<file path="config.mk">
export PLATFORM = sky130hd
export DESIGN_NAME = pipe_share_arbiter
export DESIGN_NICKNAME = d
export VERILOG_FILES = /design/src/rtl/pipe_share_arbiter_pkg.sv /design/src/rtl/pipe_share_arbiter_rr_arbiter.sv /design/src/rtl/pipe_share_arbiter.sv
export SDC_FILE = /design/constraint.sdc
export NUM_CORES = 1
export LEC_CHECK = 0
export BUFFER_PORTS_ARGS = -buffer_cell sky130_fd_sc_hd__buf_4
export CAP_MARGIN = 20
export CORE_AREA = 2 2 95 97
export CTS_CLUSTER_DIAMETER = 30
export CTS_CLUSTER_SIZE = 24
export DETAILED_ROUTE_END_ITERATION = 16
export DIE_AREA = 0 0 97 99
export PLACE_DENSITY = 0.69
export SLEW_MARGIN = 20
export SYNTH_ARGS = -nofsm -noshare
export SYNTH_HDL_FRONTEND = slang
export SYNTH_SLANG_ARGS = --single-unit
</file>
<file path="constraint.sdc">
create_clock -name clk -period 4.4 [get_ports clk]
set_clock_uncertainty 0.15 [all_clocks]
set_input_delay 1.32 -clock clk [delete_from_list [all_inputs] [get_ports clk]]
set_output_delay 1.32 -clock clk [all_outputs]
set_load 0.05 [all_outputs]
</file>
<file path="src/rtl/pipe_share_arbiter_pkg.sv">
// Shared types and constants for pipe_share_arbiter: index sizing helper, tag payload, defaults.
package pipe_share_arbiter_pkg;

    localparam int unsigned DEF_NUM_REQ = 4;
    localparam int unsigned DEF_DATA_W  = 32;
    localparam int unsigned DEF_LATENCY = 3;
    localparam int unsigned DEF_MAX_OUT = 2;
    localparam int unsigned MAX_NUM_REQ = 8;

    // Ceiling log2, never below 1 so single-bit selects stay legal.
    function automatic int unsigned clog2_min1(input int unsigned n);
        int unsigned r;
        r = 0;
        for (int unsigned i = 0; i < 32; i++) begin
            if ((33'd1 << i) < 33'(n)) begin
                r = i + 1;
            end
        end
        return (r == 0) ? 1 : r;
    endfunction

    localparam int unsigned IDX_W = clog2_min1(MAX_NUM_REQ);

    typedef struct packed {
        logic             valid;
        logic [IDX_W-1:0] idx;
    } tag_t;

endpackage

</file>
<file path="src/rtl/pipe_share_arbiter_rr_arbiter.sv">
// Combinational round-robin grant with a registered search pointer that advances past each winner.
module rr_arbiter
    import pipe_share_arbiter_pkg::*;
#(
    parameter int unsigned NUM_REQ = DEF_NUM_REQ,
    localparam int unsigned PTR_W  = clog2_min1(NUM_REQ)
) (
    input  logic               clk,
    input  logic               rst,
    input  logic [NUM_REQ-1:0] eligible,
    input  logic               advance,
    output logic [NUM_REQ-1:0] grant_c,
    output logic [PTR_W-1:0]   grant_idx_c
);

    logic [PTR_W-1:0] rr_ptr_q;
    logic [PTR_W-1:0] rr_ptr_d;
    logic [PTR_W:0]   cand;
    logic             found;

    // Scan upward from rr_ptr, wrapping, and take the first eligible requester.
    always_comb begin
        grant_c     = '0;
        grant_idx_c = '0;
        found       = 1'b0;
        cand        = '0;
        for (int unsigned k = 0; k < NUM_REQ; k++) begin
            cand = {1'b0, rr_ptr_q} + (PTR_W+1)'(k);
            if (cand >= (PTR_W+1)'(NUM_REQ)) begin
                cand = cand - (PTR_W+1)'(NUM_REQ);
            end
            if (!found && eligible[cand[PTR_W-1:0]]) begin
                found       = 1'b1;
                grant_idx_c = cand[PTR_W-1:0];
            end
        end
        if (found) begin
            grant_c[grant_idx_c] = 1'b1;
        end

        rr_ptr_d = rr_ptr_q;
        if (advance && found) begin
            rr_ptr_d = (grant_idx_c == PTR_W'(NUM_REQ - 1)) ? '0 : grant_idx_c + PTR_W'(1);
        end
    end

    always_ff @(posedge clk) begin
        if (rst) begin
            rr_ptr_q <= '0;
        end else begin
            rr_ptr_q <= rr_ptr_d;
        end
    end

endmodule

</file>
<file path="src/rtl/pipe_share_arbiter.sv">
// Shares one fixed-latency pipeline among NUM_REQ requesters and routes results back by tag.
// Optional per-requester grant counters on perf_grants when PIPE_SHARE_ARB_PERF_EN is defined.
module pipe_share_arbiter
    import pipe_share_arbiter_pkg::*;
#(
    parameter int unsigned NUM_REQ = DEF_NUM_REQ,
    parameter int unsigned DATA_W  = DEF_DATA_W,
    parameter int unsigned LATENCY = DEF_LATENCY,
    parameter int unsigned MAX_OUT = DEF_MAX_OUT
) (
    input  logic                      clk,
    input  logic                      rst,
    input  logic                      enable,
    input  logic [NUM_REQ-1:0]        req_valid,
    input  logic [NUM_REQ*DATA_W-1:0] req_data,
    output logic [NUM_REQ-1:0]        req_ready,
    output logic                      pipe_in_valid,
    output logic [DATA_W-1:0]         pipe_x,
    input  logic [DATA_W-1:0]         pipe_out,
    output logic [NUM_REQ-1:0]        resp_valid,
    output logic [DATA_W-1:0]         resp_data,
`ifdef PIPE_SHARE_ARB_PERF_EN
    output logic [NUM_REQ*32-1:0]     perf_grants,
`endif
    output logic                      idle
);

    localparam int unsigned PTR_W = clog2_min1(NUM_REQ);
    localparam int unsigned CNT_W = clog2_min1(MAX_OUT + 1);

    logic [NUM_REQ-1:0] eligible_c;
    logic [NUM_REQ-1:0] grant_c;
    logic [PTR_W-1:0]   grant_idx_c;
    logic               issue_c;
    logic [NUM_REQ-1:0] resp_hit_c;
    logic               any_tag_c;

    logic [CNT_W-1:0] out_cnt_q [NUM_REQ];
    logic [CNT_W-1:0] out_cnt_d [NUM_REQ];
    tag_t             tag_q     [LATENCY];
    tag_t             tag_d     [LATENCY];

    // Reset also masks eligibility so nothing is accepted during the reset cycle.
    always_comb begin
        eligible_c = '0;
        for (int unsigned i = 0; i < NUM_REQ; i++) begin
            eligible_c[i] = req_valid[i] & (out_cnt_q[i] < CNT_W'(MAX_OUT)) & enable & ~rst;
        end
    end

    rr_arbiter #(
        .NUM_REQ (NUM_REQ)
    ) u_rr (
        .clk         (clk),
        .rst         (rst),
        .eligible    (eligible_c),
        .advance     (issue_c),
        .grant_c     (grant_c),
        .grant_idx_c (grant_idx_c)
    );

    always_comb begin
        issue_c = |grant_c;
        pipe_x  = '0;
        for (int unsigned i = 0; i < NUM_REQ; i++) begin
            if (grant_c[i]) begin
                pipe_x = req_data[i*DATA_W +: DATA_W];
            end
        end
    end

    // Tag shift register mirrors the datapath latency; the last stage names the result's owner.
    always_comb begin
        tag_d[0].valid = issue_c;
        tag_d[0].idx   = IDX_W'(grant_idx_c);
        for (int unsigned k = 1; k < LATENCY; k++) begin
            tag_d[k] = tag_q[k-1];
        end
    end

    always_ff @(posedge clk) begin
        if (rst) begin
            for (int unsigned k = 0; k < LATENCY; k++) begin
                tag_q[k] <= '0;
            end
        end else begin
            tag_q <= tag_d;
        end
    end

    always_comb begin
        resp_hit_c = '0;
        any_tag_c  = 1'b0;
        for (int unsigned i = 0; i < NUM_REQ; i++) begin
            resp_hit_c[i] = ~rst & tag_q[LATENCY-1].valid & (tag_q[LATENCY-1].idx == IDX_W'(i));
        end
        for (int unsigned k = 0; k < LATENCY; k++) begin
            any_tag_c = any_tag_c | tag_q[k].valid;
        end
    end

    // Outstanding counts: issue adds, delivered result subtracts, both together cancel.
    always_comb begin
        for (int unsigned i = 0; i < NUM_REQ; i++) begin
            out_cnt_d[i] = out_cnt_q[i];
            if (grant_c[i] && !resp_hit_c[i]) begin
                out_cnt_d[i] = out_cnt_q[i] + CNT_W'(1);
            end else if (!grant_c[i] && resp_hit_c[i]) begin
                out_cnt_d[i] = out_cnt_q[i] - CNT_W'(1);
            end
        end
    end

    always_ff @(posedge clk) begin
        if (rst) begin
            for (int unsigned i = 0; i < NUM_REQ; i++) begin
                out_cnt_q[i] <= '0;
            end
        end else begin
            out_cnt_q <= out_cnt_d;
        end
    end

    always_ff @(posedge clk) begin
        if (!rst) begin
            for (int unsigned i = 0; i < NUM_REQ; i++) begin
                assert (out_cnt_q[i] <= CNT_W'(MAX_OUT));
                assert (!(resp_hit_c[i] && (out_cnt_q[i] == '0)));
            end
        end
    end

    assign req_ready     = grant_c;
    assign pipe_in_valid = issue_c;
    assign resp_valid    = resp_hit_c;
    assign resp_data     = pipe_out;
    assign idle          = ~any_tag_c & ~issue_c;

`ifdef PIPE_SHARE_ARB_PERF_EN
    logic [31:0] perf_q [NUM_REQ];
    logic [31:0] perf_d [NUM_REQ];

    // Saturating grant counters.
    always_comb begin
        for (int unsigned i = 0; i < NUM_REQ; i++) begin
            perf_d[i] = perf_q[i];
            if (grant_c[i] && (perf_q[i] != 32'hFFFF_FFFF)) begin
                perf_d[i] = perf_q[i] + 32'd1;
            end
        end
    end

    always_ff @(posedge clk) begin
        if (rst) begin
            for (int unsigned i = 0; i < NUM_REQ; i++) begin
                perf_q[i] <= '0;
            end
        end else begin
            perf_q <= perf_d;
        end
    end

    always_comb begin
        perf_grants = '0;
        for (int unsigned i = 0; i < NUM_REQ; i++) begin
            perf_grants[i*32 +: 32] = perf_q[i];
        end
    end
`endif

endmodule
</file>
== Word level (Yosys, flattened, before mapping) ==
Index checks and enable logic that the tools add are counted.

* Bits in registers: 22
* Bits of input ports: 167
* Word-level logic and storage cells: 135

* Add/sub/neg operators: 16
* Order comparisons: 14
* Equality and inequality tests: 4
* Mux-type cells: 36
* Bitwise logic cells: 23
* Reductions and logical operators: 30

{| class="wikitable"
|+ Operators with widths
! operator !! count
|-
| 32-bit 2-to-1 mux || 4
|-
| 2-bit 2-to-1 mux || 17
|-
| 1-bit bitwise AND || 18
|-
| 2-bit by 1-bit subtractor with 2-bit output (second input constant) || 8
|-
| 2-bit by 3-bit < comparator with 1-bit output (second input constant) || 5
|-
| 1-bit logical AND || 13
|-
| 1-bit zero test || 11
|-
| 2-bit by 1-bit adder with 2-bit output (second input constant) || 5
|-
| 3-bit greater-or-equal comparator (second input constant) || 3
|-
| 1-bit 2-to-1 mux || 9
|-
| 1-bit binary-select mux with 2-bit select || 4
|-
| 2-bit < comparator (second input constant) || 4
|-
| 2-bit nonzero test || 4
|-
| 2-bit by 2-bit adder with 3-bit output (second input constant) || 2
|-
| 3-bit by 2-bit equality test with 1-bit output (second input constant) || 2
|-
| 4-bit 2-to-1 mux || 1
|-
| 4-bit OR reduction || 1
|-
| 2-bit by 1-bit adder with 3-bit output (second input constant) || 1
|-
| 3-bit by 1-bit equality test with 1-bit output (second input constant) || 1
|-
| 2-bit by 3-bit greater-or-equal comparator with 1-bit output (second input constant) || 1
|-
| 3-bit zero test || 1
|-
| 1-bit NOT || 3
|-
| 1-bit demux with 2-bit select || 1
|-
| 2-bit equality test (second input constant) || 1
|-
| 2 further kinds || 3
|}

== Depth between registers and ports, before layout ==
Gate-level depths: netlist (run 1).

* Depth after elaboration: 25
* Depth in mapped cells: 13
* Depth with buffers taken out: 10

== Cells and area by module ==
From an unflattened synthesis (run 1), not the netlist that was laid out.

* Cell total of the unflattened synthesis: 291
* Area total of the unflattened synthesis: 2,301.0 um2

{| class="wikitable"
|+ Modules (own cells, without submodules)
! module !! instances !! cells each !! area each (um2) !! sequential area each (um2)
|-
| pipe_share_arbiter || 1 || 261 || 2,043.2 || 340.3
|-
| rr_arbiter || 1 || 30 || 257.7 || 40.0
|}

== Worst setup path before layout (run 1) ==
OpenSTA, ideal clock, no wires.

* Kind: in2out
* Start: in rst
* End: out pipe_x[10]
* Data arrival time: 3,733 ps
* Required time: 2,930 ps
* Setup slack: -803 ps
* Stages on the path: 11
* Path buffers: 3
* Cells stage by stage: buf_6 > and4bb_4 > o32ai_2 > a211oi_2 > ha_1 > buf_2 > clkbuf_1 > a21oi_1 > o21ai_0 > a22oi_1 > nor2_1

* Longest elaborated chain between the ends: 23

{| class="wikitable"
|+ Ends and longest elaborated chain
! item !! line !! RTL
|-
| start: declaration || pipe_share_arbiter.sv:12 || <nowiki>input logic rst,</nowiki>
|-
| 1-bit NOT * || pipe_share_arbiter.sv:47 || <nowiki>eligible_c[i] = req_valid[i] & (out_cnt_q[i] < CNT_W'(MAX_OUT)) & enable & ~rst;</nowiki>
|-
| 1-bit bitwise AND || pipe_share_arbiter.sv:47 ||
|-
| 1-bit binary-select mux with 2-bit select || pipe_share_arbiter_rr_arbiter.sv:32 || <nowiki>if (!found && eligible[cand[PTR_W-1:0]]) begin</nowiki>
|-
| 1-bit 2-to-1 mux (not written as such) || pipe_share_arbiter_rr_arbiter.sv:32 ||
|-
| 1-bit 2-to-1 mux || pipe_share_arbiter_rr_arbiter.sv:32 ||
|-
| 1-bit zero test || pipe_share_arbiter_rr_arbiter.sv:32 ||
|-
| 1-bit logical AND || pipe_share_arbiter_rr_arbiter.sv:32 ||
|-
| 1-bit 2-to-1 mux || pipe_share_arbiter_rr_arbiter.sv:32 ||
|-
| [6 not listed] || n/a ||
|-
| named net grant_idx_c[0] || pipe_share_arbiter.sv:33 || <nowiki>logic [PTR_W-1:0] grant_idx_c;</nowiki>
|-
| 2-bit by 3-bit < comparator with 1-bit output (not written as such) / 2-bit by 1-bit greater-or-equal comparator with 1-bit output (equally long branches) || pipe_share_arbiter_rr_arbiter.sv:38 || <nowiki>grant_c[grant_idx_c] = 1'b1;</nowiki>
|-
| 1-bit logical AND (not written as such) || pipe_share_arbiter_rr_arbiter.sv:38 ||
|-
| 1-bit 2-to-1 mux (not written as such) || pipe_share_arbiter_rr_arbiter.sv:38 ||
|-
| 1-bit demux with 2-bit select * || n/a ||
|-
| 4-bit 2-to-1 mux * || pipe_share_arbiter_rr_arbiter.sv:37 || <nowiki>if (found) begin</nowiki>
|-
| 32-bit 2-to-1 mux (3 in series) || pipe_share_arbiter.sv:66 || <nowiki>if (grant_c[i]) begin</nowiki>
|-
| 32-bit 2-to-1 mux * || pipe_share_arbiter.sv:66 ||
|-
| end: declaration || pipe_share_arbiter.sv:18 || <nowiki>output logic [DATA_W-1:0] pipe_x,</nowiki>
|}

The timed path passes the listed nets; every way through them passes the cells marked *. The select of a mux whose other input is x is not followed.

== Worst setup path in the final report (run 1) ==
* Start: in rst
* End: out pipe_x[5]

Same word-level chain as after synthesis.

==> flow_summary_export.csv, run 1 <==
group,metric,value,unit
global_route,grt_pass1_vias,3714,
floorplan,die-width,97,µm
clocking,cts_hold_buf,0,
yosys,synth_edf_count,0,
yosys,synthFlopType,"dfxtp_1",
final_layout,fillCellCount,664,
sta,setup_ws,-0.430,ns
drt,wl_per_cell,17.4,µm
setup_path,cp_max_fo,7,
drt,drcViolationCount,0,
placed_design,dpl_cell_area,0.00435,mm²
final_layout,fin_area,0.00564,mm²
clocking,htree_levels,1,
clocking,clkLatencyLatePin,0.25,ns
clocking,root_buffer,"clkbuf_8",
yosys,synth_top_area_cell,"dfxtp_1",
clocking,cts_tree,"done",
sta,worstMarginPinSlew,0.380,ns
final_layout,nets,756,
run,maxCapViolCount,0,
final_layout,num_antenna_cells,0,
yosys,syn_avg_cell_area,6.21,µm²
yosys,seq_area_frac_synth,0.156,
power_and_ir_drop,p_total,0.940,mW
clocking,cts-buffers-inserted,3,
drt,dr_total_vias,3482,
yosys,synthTopCellsByArea,"dfxtp_1, a21oi_1, a22oi_1, buf_4, o21ai_0",
clocking,cts.clk_slew.worst_paths,0.07,ns
global_route,grt_max_degree,26,
sta,min_period,4.83,ns
drt,dr.pass1.iters,4,
placed_design,port_buffers,176,
final_layout,regArea,380,µm²
sta,rsz0062_at_grt,"yes",
placed_design,place_congestion,0.815,
yosys,yosysWarnings,0,
drt,via_per_inst,5.06,
sta,relSlewSlack,0.746,
drt,ant_nets,0,
final_layout,multiInputGateArea,0.00237,mm²
power_and_ir_drop,cellLeakagePower,2.55,nW
yosys,async_flop_share,0,
yosys,synth_cells,392,
floorplan,dieHeight,99,µm
global_route,antenna_found_initial,0,
setup_path,worstPathRequired,2.93,ns
clocking,clk_path_buf_depth,2,
sta,setup_viol_count_final,35,
setup_path,crit_path_end_kind,"output pin",
sta,slew_violations,0,
drt,totalWireLength,12.0,mm
setup_path,startpoint,"rst",
power_and_ir_drop,ir_drop,0.108,mV
setup_path,crit_type,"in -> out",
yosys,syn-cell-area,0.00243,mm²
sta,fin_crit_sh,1.10,
final_layout,drive_above_1_share,0.698,
power_and_ir_drop,pwr_density_cell,166,mW/mm²
drt,drtIter0Drc,105,
yosys,ys_seq_elements,19,
setup_path,r2r-start,"u_rr.rr_ptr_q[1]",
yosys,synth.cells.most_frequent,"a21oi_1, inv_1, nor2_1",
clocking,clock_sinks,19,
floorplan,initial_core_util,0.285,
min_path,hold_path_class,"reg -> reg",
min_path,min_from,"tag_d[1]",
yosys,synth_most_common_cell,"a21oi_1",
sta,max_freq,207,MHz
yosys,synth_top_area_share,0.156,
final_layout,post-route-util,0.660,
yosys,synth_cell_types,31,
placed_design,dp_hpwl,7.42,mm
global_route,grt_use_total,0.230,
global_route,overflow,0,
floorplan,row_count,34,
global_route,grt_first_pass_wirelength,18.3,mm
yosys,syn-num-nets,567,
run_status,violations,"negative setup slack",
sta,finalHoldViolCount,0,
floorplan,dieArea,0.00960,mm²
run_status,status,"complete, but fails checks",
setup_path,start_kind,"input pin",
final_layout,synthToLayoutAreaGrowth,132,%
floorplan,core_area,0.00855,mm²
floorplan,ioPinCount,241,
setup_path,arrival,3.36,ns
where the power goes:
group / internal [mW] / switching (mW)
combinational: 0.311 / 0.322
clock: 0.0643 / 0.0545
sequential: 0.180 / 0.00730
final cells by class:
cell class / instances / share of cell area
Inverter: 40 / 0.0266
Sequential cell: 19 / 0.0674
Clock buffer: 4 / 0.00798
Timing Repair Buffer: 247 / 0.455
Multi-Input combinational cell: 270 / 0.420
Tap cell: 108 / 0.0239
placed cells by master, fill, tap and decap left out, types with 5 or more instances in the layout:
master    netlist  routed
buf_12          0      11
inv_1          39      38
buf_16          0      12
dfxtp_1        19      19
xor2_1          8       8
buf_8           0      15
o21ai_2         1      10
o21ai_1         0      24
nand2_1        36      36
a21oi_1        72      13
nor2_1         38       5
nor2_4          0      32
buf_4          32     165
nand2b_1        7       6
or3_1           5       5
buf_6           2      40
a21oi_4         0       9
a21oi_2         0      50
a22oi_2         0      32
per-stage QoR:
step	cells	hold slack (ns)	worst slack, ns	setup TNS, ns
floorplan	392	0.261	-0.334	-9.12
global placement	647	0.271	-0.449	-13.66
detailed placement	647	0.273	-0.579	-16.84
CTS	681	0.286	-0.430	-12.93
global route	688	0.308	-0.499	-15.54
finish	688	0.288	-0.430	-12.74
state kept, by name, summed over array words and instances (netlist names):
signal         cells
tag_d              6
tag_q              3
out_cnt_q          8
u_rr.rr_ptr_q      2
worst max-delay path, cell delays in order:
cell and delay [ns]:
buf_8 0.10, buf_6 0.10, nand4bb_4 0.20, buf_6 0.14, o32ai_4 0.13, a211oi_4 0.09
buf_4 0.16, ha_4 0.19, buf_6 0.14, buf_12 0.14, a21oi_2 0.15, o21ai_1 0.09
a22oi_2 0.17, nor2_4 0.06, buf_6 0.15
worst paths after layout:
check                               endpoint  slack [ns]  cells after the start
worst max-delay path               pipe_x[5]       -0.43                     15
worst max register to register  out_cnt_q[1]        1.18                     14
worst min-delay path                tag_q[1]        0.29                      1
worst min register to register      tag_q[1]        0.29                      1
per-layer routing:
metal  up-vias  part of all wire  global-route usage
met4         0             0.015              0.0412
met5         -                 0                   0
met1      1627              0.37               0.257
met3        19             0.055              0.0383
li1       1676                 -                   -
met2       160              0.56               0.458
cell families (layout without fill, tap and decap cells):
logic type,count (synthesis),count (layout),share of synthesized area
DFF,19,19,0.156
AOI/OAI and AO/OA,149,149,0.357
buffers and inverters,103,291,0.216
adders and majority gates,8,8,0.0411
xor gates and xnor gates,8,8,0.0288
and+or+nand+nor,105,105,0.201
what timing repair did:
action	4_1_cts	5_1_grt
buffers inserted	19	3
gates cloned	12	4
pin swaps	50	41
resized for setup	139	37
setup endpoints to repair	36	36
(Power assumes the default switching activity.)
==> run 2: changes to the inputs <==
--- a/config.mk
+++ b/config.mk
@@ -7,13 +7,14 @@
 export LEC_CHECK = 0
 export BUFFER_PORTS_ARGS = -buffer_cell sky130_fd_sc_hd__buf_4
 export CAP_MARGIN = 20
-export CORE_AREA = 2 2 95 97
+export CORE_AREA = 2 2 93 95
 export CTS_CLUSTER_DIAMETER = 30
 export CTS_CLUSTER_SIZE = 24
 export DETAILED_ROUTE_END_ITERATION = 16
-export DIE_AREA = 0 0 97 99
+export DIE_AREA = 0 0 95 97
 export PLACE_DENSITY = 0.69
 export SLEW_MARGIN = 20
 export SYNTH_ARGS = -nofsm -noshare
 export SYNTH_HDL_FRONTEND = slang
+export SYNTH_HIERARCHICAL = 1
 export SYNTH_SLANG_ARGS = --single-unit
==> flow_summary_export.csv, run 2 <==
group,metric,value,unit
run_status,status,"complete, but fails checks",
run_status,violations,"negative setup slack",
setup_path,crit_path_end_kind,"output pin",
power_and_ir_drop,p_seq_frac,0.179,
sta,setup_ws,-0.805,ns
sta,fin_crit_sh,1.18,
drt,totalWireLength,10.7,mm
yosys,async_flop_share,0,
final_layout,post-route-util,0.596,
yosys,ys_seq_elements,19,
clocking,clock_sinks,19,
drt,dr_total_vias,2837,
yosys,synth_most_common_cell,"nor2b_1",
yosys,syn-cell-area,0.00230,mm²
placed_design,dpl_cell_area,0.00417,mm²
floorplan,core_area,0.00813,mm²
global_route,antenna_found_initial,0,
setup_path,crit_type,"in -> out",
power_and_ir_drop,p_total,1.09,mW
sta,worstMarginPinSlew,0.332,ns
setup_path,start_kind,"input pin",
final_layout,num_antenna_cells,0,
floorplan,ioPinCount,241,
clocking,clk_path_buf_depth,2,
final_layout,fin_area,0.00485,mm²
drt,dr.pass1.iters,4,
clocking,clkLatencyLatePin,0.25,ns
drt,drtIter0Drc,57,
drt,via_per_inst,5.05,
clocking,cts_tree,"done",
sta,min_period,5.21,ns
placed_design,dp.cells,542,
clocking,cts-buffers-inserted,3,
power_and_ir_drop,ir_drop,0.181,mV
sta,setup_viol_count_final,38,
placed_design,place_congestion,0.919,
power_and_ir_drop,p_switching,0.478,mW
global_route,grt_use_total,0.207,
final_layout,drive_above_1_share,0.678,
power_and_ir_drop,p_comb_frac,0.712,
floorplan,dieHeight,97,µm
power_and_ir_drop,internal-power,0.616,mW
power_and_ir_drop,cellLeakagePower,2.07,nW
clocking,cts_hold_buf,0,
final_layout,top_register,"out_cnt_q",
clocking,htree_levels,1,
run,maxCapViolCount,0,
setup_path,cp_max_fo,5,
yosys,synth_edf_count,0,
yosys,syn-num-nets,466,
sta,finalHoldViolCount,0,
final_layout,final_cells,562,
placed_design,port_buffers,176,
floorplan,row_count,33,
power_and_ir_drop,pwr_density_cell,226,mW/mm²
yosys,seq_area_frac_synth,0.165,
clocking,root_buffer,"clkbuf_8",
yosys,synth_top_area_share,0.165,
yosys,synth_top_area_cell,"dfxtp_1",
setup_path,arrival,3.74,ns
floorplan,die-width,95,µm
yosys,synthFlopType,"dfxtp_1",
yosys,yosysWarnings,6,
final_layout,layout_common_cells,"buf_4, nor2b_1, nand2_1",
setup_path,worstPathRequired,2.93,ns
yosys,synth_cell_types,34,
power_and_ir_drop,p_clk_frac,0.110,
yosys,syn_avg_cell_area,7.91,µm²
yosys,synth_cells,291,
sta,setup_tns,-27.01,ns
drt,drcViolationCount,0,
sta,max_freq,192,MHz
clocking,cts.clk_slew.worst_paths,0.07,ns
floorplan,dieArea,0.00922,mm²
floorplan,initial_core_util,0.283,
global_route,grt_max_degree,47,
drt,ant_nets,0,
drt,wl_per_cell,19.0,µm
sta,relSlewSlack,0.778,
placed_design,dp_hpwl,8.16,mm
sta,rsz0062_at_grt,"yes",
final_layout,nets,633,
yosys,synth.cells.most_frequent,"nor2b_1, nand2_1, buf_4",
final_layout,layout_commonest_cell,"buf_4",
placed_design,place_ws,-0.939,ns
final_layout,synthToLayoutAreaGrowth,111,%
min_path,hold_path_class,"reg -> reg",
yosys,synthTopCellsByArea,"dfxtp_1, nor2b_1, buf_4, o31ai_1, a221oi_1",
sta,timing.hold.ws,0.294,ns
final_layout,largest_reg_flops,8,
global_route,grt_pass1_vias,2732,
power_and_ir_drop,switching_share,0.437,
sta,slew_violations,0,
global_route,grt_first_pass_wirelength,14.7,mm
global_route,overflow,0,
## run 2: area by class of cell
type	instances	area, µm²
inverter	7	26.3
timing repair buffer	217	1990
clock buffer	3	41.3
tap	105	131
multi-input combinational	210	2270
clock inverter	1	5.00
fill	707	3280
sequential	19	380
## run 2: repair_timing
| item | in CTS | in global routing |
|---|---|---|
| setup endpoints to repair | 38 | 38 |
| gates resized for setup | 47 | 49 |
| setup buffers | 10 | 4 |
| cloned | 0 | 4 |
| pin swaps | 8 | 7 |
## run 2: logic make-up (layout without fill, tap and decap cells)
logic type / count (synthesis) / after routing / synth area share
AND/OR/NAND/NOR: 110 / 110 / 0.270
AO/OA/AOI/OAI: 82 / 82 / 0.296
buffers and inverters: 62 / 228 / 0.185
flip-flops: 19 / 19 / 0.165
adder cells (fa/ha/maj): 8 / 8 / 0.0435
XOR/XNOR: 8 / 8 / 0.0305
multiplexers: 2 / 2 / 0.00870
## run 2: metal layers
layer	vias to the layer above	GRT usage	wire length, µm
met5	-	0	0
met4	0	0.0279	80
met3	12	0.0600	943
met2	139	0.364	5540
met1	1337	0.252	4140
li1	1349	-	-
## run 2: power groups by stage
stage,Sequential [mW],Combinational (mW),Clock [mW]
2_1_floorplan,0.196,0.522,0
3_3_place_gp,0.198,0.664,0
3_5_place_dp,0.199,0.671,0
4_1_cts,0.195,0.724,0.122
5_1_grt,0.197,0.816,0.129
6_report,0.195,0.778,0.120
## run 2: worst max-delay path, stage by stage
cell and delay, ns:
buf_6 0.09, nand2b_4 0.18, nor3b_4 0.27, a21oi_2 0.08, o21a_1 0.17, o22a_2 0.26
inv_2 0.09, ha_4 0.12, and2b_4 0.15, nor2b_4 0.23, buf_12 0.15, buf_8 0.12
a221oi_4 0.06, o31ai_4 0.23, buf_6 0.19
## run 2: worst paths after layout
check                           slack, ns  depth (start not counted)         start                to
worst max-delay path                -0.81                         15           rst        pipe_x[11]
worst min-delay path                 0.29                          1      tag_d[5]          tag_d[1]
worst max register to register       1.32                         14  out_cnt_q[7]  u_rr/rr_ptr_q[0]
worst min register to register       0.29                          1      tag_d[5]          tag_d[1]
